[src/rtl/uart_rx_ctrl_if.sv]
// Receive-side UART bus: line/tick inputs toward the framing controller and
// the received word plus status flags back to the consumer.
interface uart_rx_ctrl_if #(
  parameter int DATA_BITS = 8
);
  logic                 baud_tick;
  logic                 rx;
  logic [DATA_BITS-1:0] rx_data;
  logic                 rx_valid;
  logic                 parity_err;
  logic                 frame_err;
  logic                 checkstp;
  logic                 stp_in;
  logic                 busy;

  modport master (
    output baud_tick, rx,
    input  rx_data, rx_valid, parity_err, frame_err, checkstp, stp_in, busy
  );

  modport slave (
    input  baud_tick, rx,
    output rx_data, rx_valid, parity_err, frame_err, checkstp, stp_in, busy
  );
endinterface

[src/rtl/uart_rx_ctrl.sv]
// UART receive bit-timing/framing controller: start-bit validation, LSB-first
// data shift, optional parity check and stop-bit strobe on an oversampled line.
module uart_rx_ctrl #(
  parameter int DATA_BITS  = 8,
  parameter int OVERSAMPLE = 16,
  parameter int PARITY_EN  = 1,
  parameter int PARITY_ODD = 0
) (
  input  logic          clk,
  input  logic          rst,
  uart_rx_ctrl_if.slave bus
);

  localparam int CNT_W = $clog2(OVERSAMPLE);
  localparam int IDX_W = $clog2(DATA_BITS);
  localparam logic [CNT_W-1:0] HALF_CNT = CNT_W'(OVERSAMPLE / 2 - 1);
  localparam logic [CNT_W-1:0] FULL_CNT = CNT_W'(OVERSAMPLE - 1);
  localparam logic [IDX_W-1:0] LAST_IDX = IDX_W'(DATA_BITS - 1);

  typedef enum logic [2:0] {IDLE, START, DATA, PARITY, STOP} state_t;

  state_t               state, nxt;
  logic [CNT_W-1:0]     tick_cnt;
  logic [IDX_W-1:0]     bit_idx;
  logic [DATA_BITS-1:0] shreg;
  logic                 par_mis;
  logic                 mid_pt, end_pt, busy_c;

  logic [DATA_BITS-1:0] rx_data_q;
  logic                 rx_valid_q, parity_err_q, frame_err_q, checkstp_q, stp_in_q;

  // Parity bit the transmitter should have sent for a given data word.
  function automatic logic exp_par(input logic [DATA_BITS-1:0] d);
    return (^d) ^ (PARITY_ODD != 0);
  endfunction

  always_ff @(posedge clk) begin
    if (rst) state <= IDLE;
    else     state <= nxt;
  end

  always_comb begin
    nxt = state;
    case (state)
      IDLE:    if (bus.baud_tick && !bus.rx) nxt = START;
      START:   if (mid_pt) nxt = bus.rx ? IDLE : DATA;
      DATA:    if (end_pt && bit_idx == LAST_IDX) nxt = (PARITY_EN != 0) ? PARITY : STOP;
      PARITY:  if (end_pt) nxt = STOP;
      STOP:    if (end_pt) nxt = IDLE;
      default: nxt = IDLE;
    endcase
  end

  // Sample points: mid start bit after half a period, every later bit one full period on.
  always_comb begin
    busy_c = (state != IDLE);
    mid_pt = bus.baud_tick && (state == START) && (tick_cnt == HALF_CNT);
    end_pt = bus.baud_tick && (state == DATA || state == PARITY || state == STOP)
             && (tick_cnt == FULL_CNT);
  end

  always_ff @(posedge clk) begin
    if (rst) begin
      tick_cnt <= '0;
      bit_idx  <= '0;
    end else if (bus.baud_tick) begin
      if (state == IDLE || mid_pt || end_pt) tick_cnt <= '0;
      else                                   tick_cnt <= tick_cnt + CNT_W'(1);
      if (mid_pt)
        bit_idx <= '0;
      else if (end_pt && state == DATA && bit_idx != LAST_IDX)
        bit_idx <= bit_idx + IDX_W'(1);
    end
  end

  // Shift register and parity flag carry no reset: a new frame always reinitialises them.
  always_ff @(posedge clk) begin
    if (mid_pt) par_mis <= 1'b0;
    else if (end_pt && state == PARITY) par_mis <= bus.rx ^ exp_par(shreg);
    if (end_pt && state == DATA) shreg <= {bus.rx, shreg[DATA_BITS-1:1]};
  end

  // Frame completion: one-cycle strobes, word and flags held until the next frame.
  always_ff @(posedge clk) begin
    if (rst) begin
      rx_data_q    <= '0;
      rx_valid_q   <= 1'b0;
      parity_err_q <= 1'b0;
      frame_err_q  <= 1'b0;
      checkstp_q   <= 1'b0;
      stp_in_q     <= 1'b1;
    end else begin
      rx_valid_q <= 1'b0;
      checkstp_q <= 1'b0;
      if (end_pt && state == STOP) begin
        rx_valid_q   <= 1'b1;
        checkstp_q   <= 1'b1;
        stp_in_q     <= bus.rx;
        frame_err_q  <= ~bus.rx;
        rx_data_q    <= shreg;
        parity_err_q <= (PARITY_EN != 0) && par_mis;
      end
    end
  end

  assign bus.rx_data    = rx_data_q;
  assign bus.rx_valid   = rx_valid_q;
  assign bus.parity_err = parity_err_q;
  assign bus.frame_err  = frame_err_q;
  assign bus.checkstp   = checkstp_q;
  assign bus.stp_in     = stp_in_q;
  assign bus.busy       = busy_c;

endmodule

[src/flat_wrapper.sv]
// flat-port wrapper written by rule: the top's interface ports become plain ports
module uart_rx_ctrl_flat 
#(
  parameter int DATA_BITS  = 8,
  parameter int OVERSAMPLE = 16,
  parameter int PARITY_EN  = 1,
  parameter int PARITY_ODD = 0
)
  (clk, rst, bus_baud_tick, bus_rx, bus_rx_data, bus_rx_valid, bus_parity_err, bus_frame_err, bus_checkstp, bus_stp_in, bus_busy);
  uart_rx_ctrl_if #(.DATA_BITS(DATA_BITS)) bus_i ();
  input  logic clk;
  input  logic rst;
  input wire logic [$bits(bus_i.baud_tick)-1:0] bus_baud_tick;
  input wire logic [$bits(bus_i.rx)-1:0] bus_rx;
  output wire logic [$bits(bus_i.rx_data)-1:0] bus_rx_data;
  output wire logic [$bits(bus_i.rx_valid)-1:0] bus_rx_valid;
  output wire logic [$bits(bus_i.parity_err)-1:0] bus_parity_err;
  output wire logic [$bits(bus_i.frame_err)-1:0] bus_frame_err;
  output wire logic [$bits(bus_i.checkstp)-1:0] bus_checkstp;
  output wire logic [$bits(bus_i.stp_in)-1:0] bus_stp_in;
  output wire logic [$bits(bus_i.busy)-1:0] bus_busy;
  assign bus_i.baud_tick = bus_baud_tick;
  assign bus_i.rx = bus_rx;
  assign bus_rx_data = bus_i.rx_data;
  assign bus_rx_valid = bus_i.rx_valid;
  assign bus_parity_err = bus_i.parity_err;
  assign bus_frame_err = bus_i.frame_err;
  assign bus_checkstp = bus_i.checkstp;
  assign bus_stp_in = bus_i.stp_in;
  assign bus_busy = bus_i.busy;
  uart_rx_ctrl #(.DATA_BITS(DATA_BITS), .OVERSAMPLE(OVERSAMPLE), .PARITY_EN(PARITY_EN), .PARITY_ODD(PARITY_ODD)) u_core (.clk(clk), .rst(rst), .bus(bus_i));
endmodule
[config.mk]
export PLATFORM = sky130hd
export DESIGN_NAME = uart_rx_ctrl_flat
export DESIGN_NICKNAME = d
export VERILOG_FILES = /design/src/rtl/uart_rx_ctrl_if.sv /design/src/rtl/uart_rx_ctrl.sv /design/src/flat_wrapper.sv
export SDC_FILE = /design/constraint.sdc
export NUM_CORES = 1
export LEC_CHECK = 0
export CAP_MARGIN = 20
export CORE_ASPECT_RATIO = 0.75
export CORE_UTILIZATION = 33
export CTS_CLUSTER_DIAMETER = 40
export CTS_CLUSTER_SIZE = 28
export DETAILED_ROUTE_END_ITERATION = 7
export SYNTH_ARGS = -nofsm -noshare
export SYNTH_HDL_FRONTEND = slang
export SYNTH_SLANG_ARGS = --single-unit
[constraint.sdc]
create_clock -name clk -period 2.2 [get_ports clk]
set_clock_uncertainty 0.2 [all_clocks]
set_input_delay 0.44 -clock clk [delete_from_list [all_inputs] [get_ports clk]]
set_output_delay 0.44 -clock clk [all_outputs]
set_load 0.03 [all_outputs]
==> metrics.txt, run 1 <==
kind of critical path in2reg; gr usage total 14.37%; clk sinks 31; RSZ-0062 raised after global routing false; total power 1045 uW; Synth cell types 39; Layout Nets 166; Register Area 700.7 um^2; final wirelength 2715 um; Max-cap violations 0; register area share after synthesis 50.59%; maximum VDD drop 0.3241 mV; grt ovf 0; pin count of the biggest net entering global routing 13; DRC violations left 0; EDFF count, synth 8; Post-CTS Setup Bufs 0; Hold WS 0.2599 ns; fill count 361; Leak Pwr 0.0007113 uW; max-slew violations 0; PD cells 597.3 nW/um^2; routed len/inst 12.81 um; Avg Cell Area, Syn 10.49 um^2; CTS root buf clkbuf_8; H-tree Lvls 2; syn_nets 139; Worst setup EP type register; Synth Warn # 0; HP Start u_core.bus.frame_err; core area 3827 um^2; Final period util 93.13%; post-layout instance area 1749 um^2; Initial Util 36.19%; initial antenna violation count 0; layout cells sized above 1 12.50%; Die Ht 58.11 um; Reg clk slew, reported paths 0.06 ns; # port buffers 17; most frequent cells in the layout dfxtp_1 (23), nor2_1 (17), clkdlybuf4s50_1 (16); vias per cell 4.958; Layout area overhead 26.29%; crit path cell chain clkdlybuf4s50_1 -> nand4_1 -> or4b_1 -> buf_4 -> mux2i_1 -> nor2_1; Top delay family on crit path simple AND/OR/NAND/NOR gates; clock latency at the later pin of the worst-skew pair 0.28 ns; DIE AREA 4463 um^2; vias in the first global route 1,023; crit path max fanout 8; synthesized area 1385 um^2; TritonCTS clock tree yes; CP bufs+invs 2; placed cell area 1665 um^2; largest cells by area after synthesis dfxtp_1 (33%), edfxtp_1 (17%), mux2i_1 (7.9%), nor2_1 (4.6%), nand2b_1 (3.2%); min Tclk post-route 2.049 ns; Routed Antenna Nets 0; CTS buffer count 5; Post-Synthesis Cells 132; I/O pin cnt 18; Crit-path slowest cell or4b_1; post-synth top area cell dfxtp_1; slowest stage delay, CP 0.55 ns; first-pass GRT wire length 4899 um; worst flop-to-flop path startpoint u_core.tick_cnt[0]; Fmax achieved 488.1 MHz; Fin. Hold Viols 0; Synth top area share 33.24%; Crit. Startpoint bus_baud_tick; hold crit path type reg2reg; Least-Margin Pin Slew 0.4797 ns; Setup Viol. Count Final 0; post-route setup TNS 0 ns; asr flop ratio synth 0%; ys flop type dfxtp_1; Clock Tree Buf Depth 2; Ant. Diodes 0; GP Congestion 0.8147; Yosys reg bits 31; DR pass1 iterations 4; commonest non-fill, non-tap cell in the layout dfxtp_1; WP data arrival 2.02 ns; post-layout util 45.70%; Die W 76.81 um; relative slew slack 67.92%; cts hold-fix bufs 0; Critical Path RT 2.17 ns; 1st-iter DRT viols 81; Cell Rows 19; Multi-input gate area 621.8 um^2; Post-DP HPWL 1917 um; CP startpoint kind input pin; run status complete, no violations; via count 1,051
## per-layer routing
metal	GRT usage (%)	routed length (um)	up-vias
met5	0	0	-
met4	4.945	14	0
met3	6.457	135	2
met1	18.87	1393	510
met2	20.92	1171	19
li1	-	-	520
## power by group
group / internal, uW / switching (uW)
clock: 224 / 195
combinational: 16.4 / 23.8
sequential: 584 / 1.73
total: 825 / 220
## registers in the layout, summed over array words and instances, names as in the netlist, 3 cells and up
register	cells
u_core.bus.rx_data	8
u_core.shreg	8
u_core.tick_cnt	4
u_core.bit_idx	3
u_core.state	3
## synth_stat cells, types with 2 or more instances
cell / number
a21oi_1: 5
a31oi_1: 2
buf_2: 3
clkbuf_1: 5
dfxtp_1: 23
edfxtp_1: 8
ha_1: 3
inv_1: 4
mux2i_1: 11
nand2_1: 3
nand2b_1: 7
nand3_1: 3
nand4_1: 3
nor2_1: 17
nor2b_1: 2
nor3_1: 2
nor3b_1: 2
o2111ai_1: 3
xnor2_1: 3
xor2_1: 4
## cell type report
| type | count | share of cell area [%] |
|---|---|---|
| Timing Repair Buffer | 30 | 15.24 |
| Clock buffer | 8 | 4.578 |
| Multi-Input combinational cell | 87 | 35.55 |
| Sequential cell | 31 | 40.06 |
| Inverter | 4 | 0.8584 |
| Tap cell | 52 | 3.720 |
## cells by family after synthesis
family                     synth area share [%]
AOI/OAI and AO/OA                         9.215
xor gates and xnor gates                  6.052
adders and majority gates                 2.710
buffers and inverters                     4.878
DFF                                       50.59
muxes                                     7.950
and+or+nand+nor                           18.61
## stage by stage
step,instances,setup WS (ns)
2_1_floorplan,132,0.1812
3_3_place_gp,204,-0.08562
3_5_place_dp,204,-0.1467
4_1_cts,212,0.1318
5_1_grt,212,0.06533
6_report,212,0.1511
## what timing repair did
| action | in CTS | in global routing |
|---|---|---|
| hold endpoints to repair | 0 | 0 |
| setup endpoints to repair | 1 | 1 |
| resized for setup | 1 | 1 |
## worst reg2reg max path: stages, from the launching register on
cell and delay, ns:
dfxtp_1 0.37, ha_1 0.20, nand4_1 0.13, or4b_1 0.55
buf_4 0.22, mux2i_1 0.16, nor2_1 0.06
## final timing paths
kind	endpoint	slack, ns	depth (start not counted)
worst max-delay path	u_core.bus.rx_data[7]	0.15	6
worst min-delay path	u_core.bus.frame_err	0.26	2
worst max register to register	u_core.bus.rx_data[7]	0.21	6
worst min register to register	u_core.bus.frame_err	0.26	2
Power figures use the tool's default switching activity.
==> run 2, diff against run 1 <==
Settings changed: SLEW_MARGIN set to 25.
==> results of run 2 <==
Final layout, timing and power as in run 1 (identical DEF).
==> patch: new RTL, config.mk and constraints of run 2 <==
`PARITY_EN` is set to 1 in 2 places; all go to 0.
--- a/src/rtl/uart_rx_ctrl.sv
+++ b/src/rtl/uart_rx_ctrl.sv
@@ -4,5 +4,5 @@
   parameter int DATA_BITS  = 8,
   parameter int OVERSAMPLE = 16,
-  parameter int PARITY_EN  = 1,
+  parameter int PARITY_EN  = 0,
   parameter int PARITY_ODD = 0
 ) (
--- a/src/flat_wrapper.sv
+++ b/src/flat_wrapper.sv
@@ -4,5 +4,5 @@
   parameter int DATA_BITS  = 8,
   parameter int OVERSAMPLE = 16,
-  parameter int PARITY_EN  = 1,
+  parameter int PARITY_EN  = 0,
   parameter int PARITY_ODD = 0
 )
Function: no difference found for any inputs over 10 cycles, from zero or initial values and one cycle with rst high; that may be too few to reach the edited logic, so the function may still have changed.
==> patch against run 2 <==
Cell area is 7.9% lower; routed wire length shrank 17%; critical endpoint is now bus_busy; power fell by 2.6%; global-route usage fell by 1.9 points; first-iteration DRC count fell by 89%; critical path type is now reg -> out; synthesized cell count shrank 7.6%; via count shrank 14%; synthesized area decreased by 4.2%; worst hold slack worse by 7.7 ps; sequential cell count fell by 2; die area down 4.1%; setup slack better by 59 ps.
==> patch: results (changes against run 2) <==
Parameter                              Value

Setup path
  R2R cell count ... 5 (-1)
  Critical Path Slowest Stage Cell ... or3_4
  Slack of the worst reg-to-reg path ... 440 ps (+230 ps)
  Peak fanout along the critical path ... 2 (-6)
  Worst path arrival time ... 1350 ps (-670 ps)
  R2R Path End ... u_core.shreg[0]$_DFFE_PP_

Placement
  Weighted congestion reported at the end of routability-driven placement ... 0.7584 (-6.9%)
  Buffers added on ports ... 16 (-1)
  Area after detailed placement ... 1533 µm² (-8.0%)
  Number of instances in the placed design ... 186 (-8.8%)
  Setup slack after placement ... 164.5 ps (+311.2 ps)

GRT
  First-pass GRT wire length ... 3933 µm (-20%)
  Via count of the first global-routing pass ... 841 (-18%)

Yosys
  Post-synthesis share of cell area spent on full adders, half adders and majority gates ... 2.830% (+0.12 points)
  Synth cell count leaders ... 21 x dfxtp_1, 20 x nand2b_1, 9 x mux2i_1, 8 x edfxtp_1, 5 x o21ai_0
  Compound-gate portion of the synthesized area ... 7.642% (-1.6 points)
  Proportion of synthesized chip area in sequential cells ... 49.81% (-0.78 points)
  Post-synthesis instance total ... 122 (-7.6%)
  Synthesized netlist net count ... 129 (-7.2%)
  Top cells by area in the synthesized netlist ... dfxtp_1 32%, edfxtp_1 18%, nand2b_1 9.4%

Layout
  Share of the final layout cell area in sequential cells ... 40.99% (+0.94 points)
  Final core area utilization ... 42.90% (-2.8 points)
  Buffer count excluding the clock tree in the final layout ... 22 (-27%)
  Non-clock inverter count in the final layout ... 2 (-2)
  Final clock-cell share ... 4.969% (+0.39 points)
  Multi-input gate count ... 81 (-6.9%)
  NumNets Final ... 148 (-11%)
  Fill cell total of the finished layout ... 397 (+10%)
  Combined area of the multi-input logic cells ... 581.8 µm² (-6.4%)
  Share of final-layout standard cells stronger than drive strength 1 ... 11.97% (-0.53 points)

Detailed routing
  Routed len/inst ... 11.68 µm (-8.8%)
  WL final ... 2265 µm (-17%)
  Total vias in the final route ... 903 (-14%)
  Initial detailed-routing violation count ... 9 (-89%)

Timing
  Share of the clock period used by the worst path ... 90.44% (-2.7 points)

Status
  Outcome ... completed

Pwr
  Internal Power ... 802.0 µW (-2.7%)
  Worst ir drop on vdd ... 0.3059 mV (-5.6%)
  Leakage component of the power ... 0.5750 nW (-19%)
[patch: changes by cell type after synthesis, sizes merged, moves of 3 or more]
cell | run 2 | this run
nor2 | 17 | 4
o21ai | 1 | 5
o2111ai | 3 | 0
nand2b | 7 | 20
[patch: worst reg2reg max path, stage by stage (launching register included)]
cell	delay, ps
dfxtp_1	360
ha_1	250
and4_4	270
nand2_1	60
nor3_1	130
buf_4	200
[patch: routing by layer]
| layer | global-route usage, % | wire [µm] |
|---|---|---|
| met1 | 17.44 | 1185 |
| met2 | 16.73 | 938 |
| met3 | 5.386 | 125 |
| met4 | 4.762 | 17 |
| met5 | 0 | 0 |
[patch: worst min-delay path by stage]
| stage | start | end | cells after the start | slack [ps] |
|---|---|---|---|---|
| 2_1_floorplan | u_core.shreg[1]$_DFFE_PP_ | u_core.shreg[0]$_DFFE_PP_ | 0 | 230 |
| 3_3_place_gp | u_core.shreg[4]$_DFFE_PP_ | u_core.shreg[3]$_DFFE_PP_ | 0 | 240 |
| 3_5_place_dp | u_core.shreg[4]$_DFFE_PP_ | u_core.shreg[3]$_DFFE_PP_ | 0 | 240 |
| 4_1_cts | u_core.shreg[4]$_DFFE_PP_ | u_core.shreg[3]$_DFFE_PP_ | 0 | 260 |
| 5_1_grt | u_core.shreg[4]$_DFFE_PP_ | u_core.shreg[3]$_DFFE_PP_ | 0 | 280 |
| 6_report | u_core.shreg[4]$_DFFE_PP_ | u_core.shreg[3]$_DFFE_PP_ | 0 | 250 |
[patch: power groups by stage]
stage          clock network (mW)  registers (mW)  logic, mW
3_3_place_gp                    0           0.563     0.0574
2_1_floorplan                   0           0.562     0.0399
5_1_grt                     0.442           0.552     0.0630
3_5_place_dp                    0           0.563     0.0583
6_report                    0.408           0.552     0.0570
4_1_cts                     0.424           0.552     0.0576
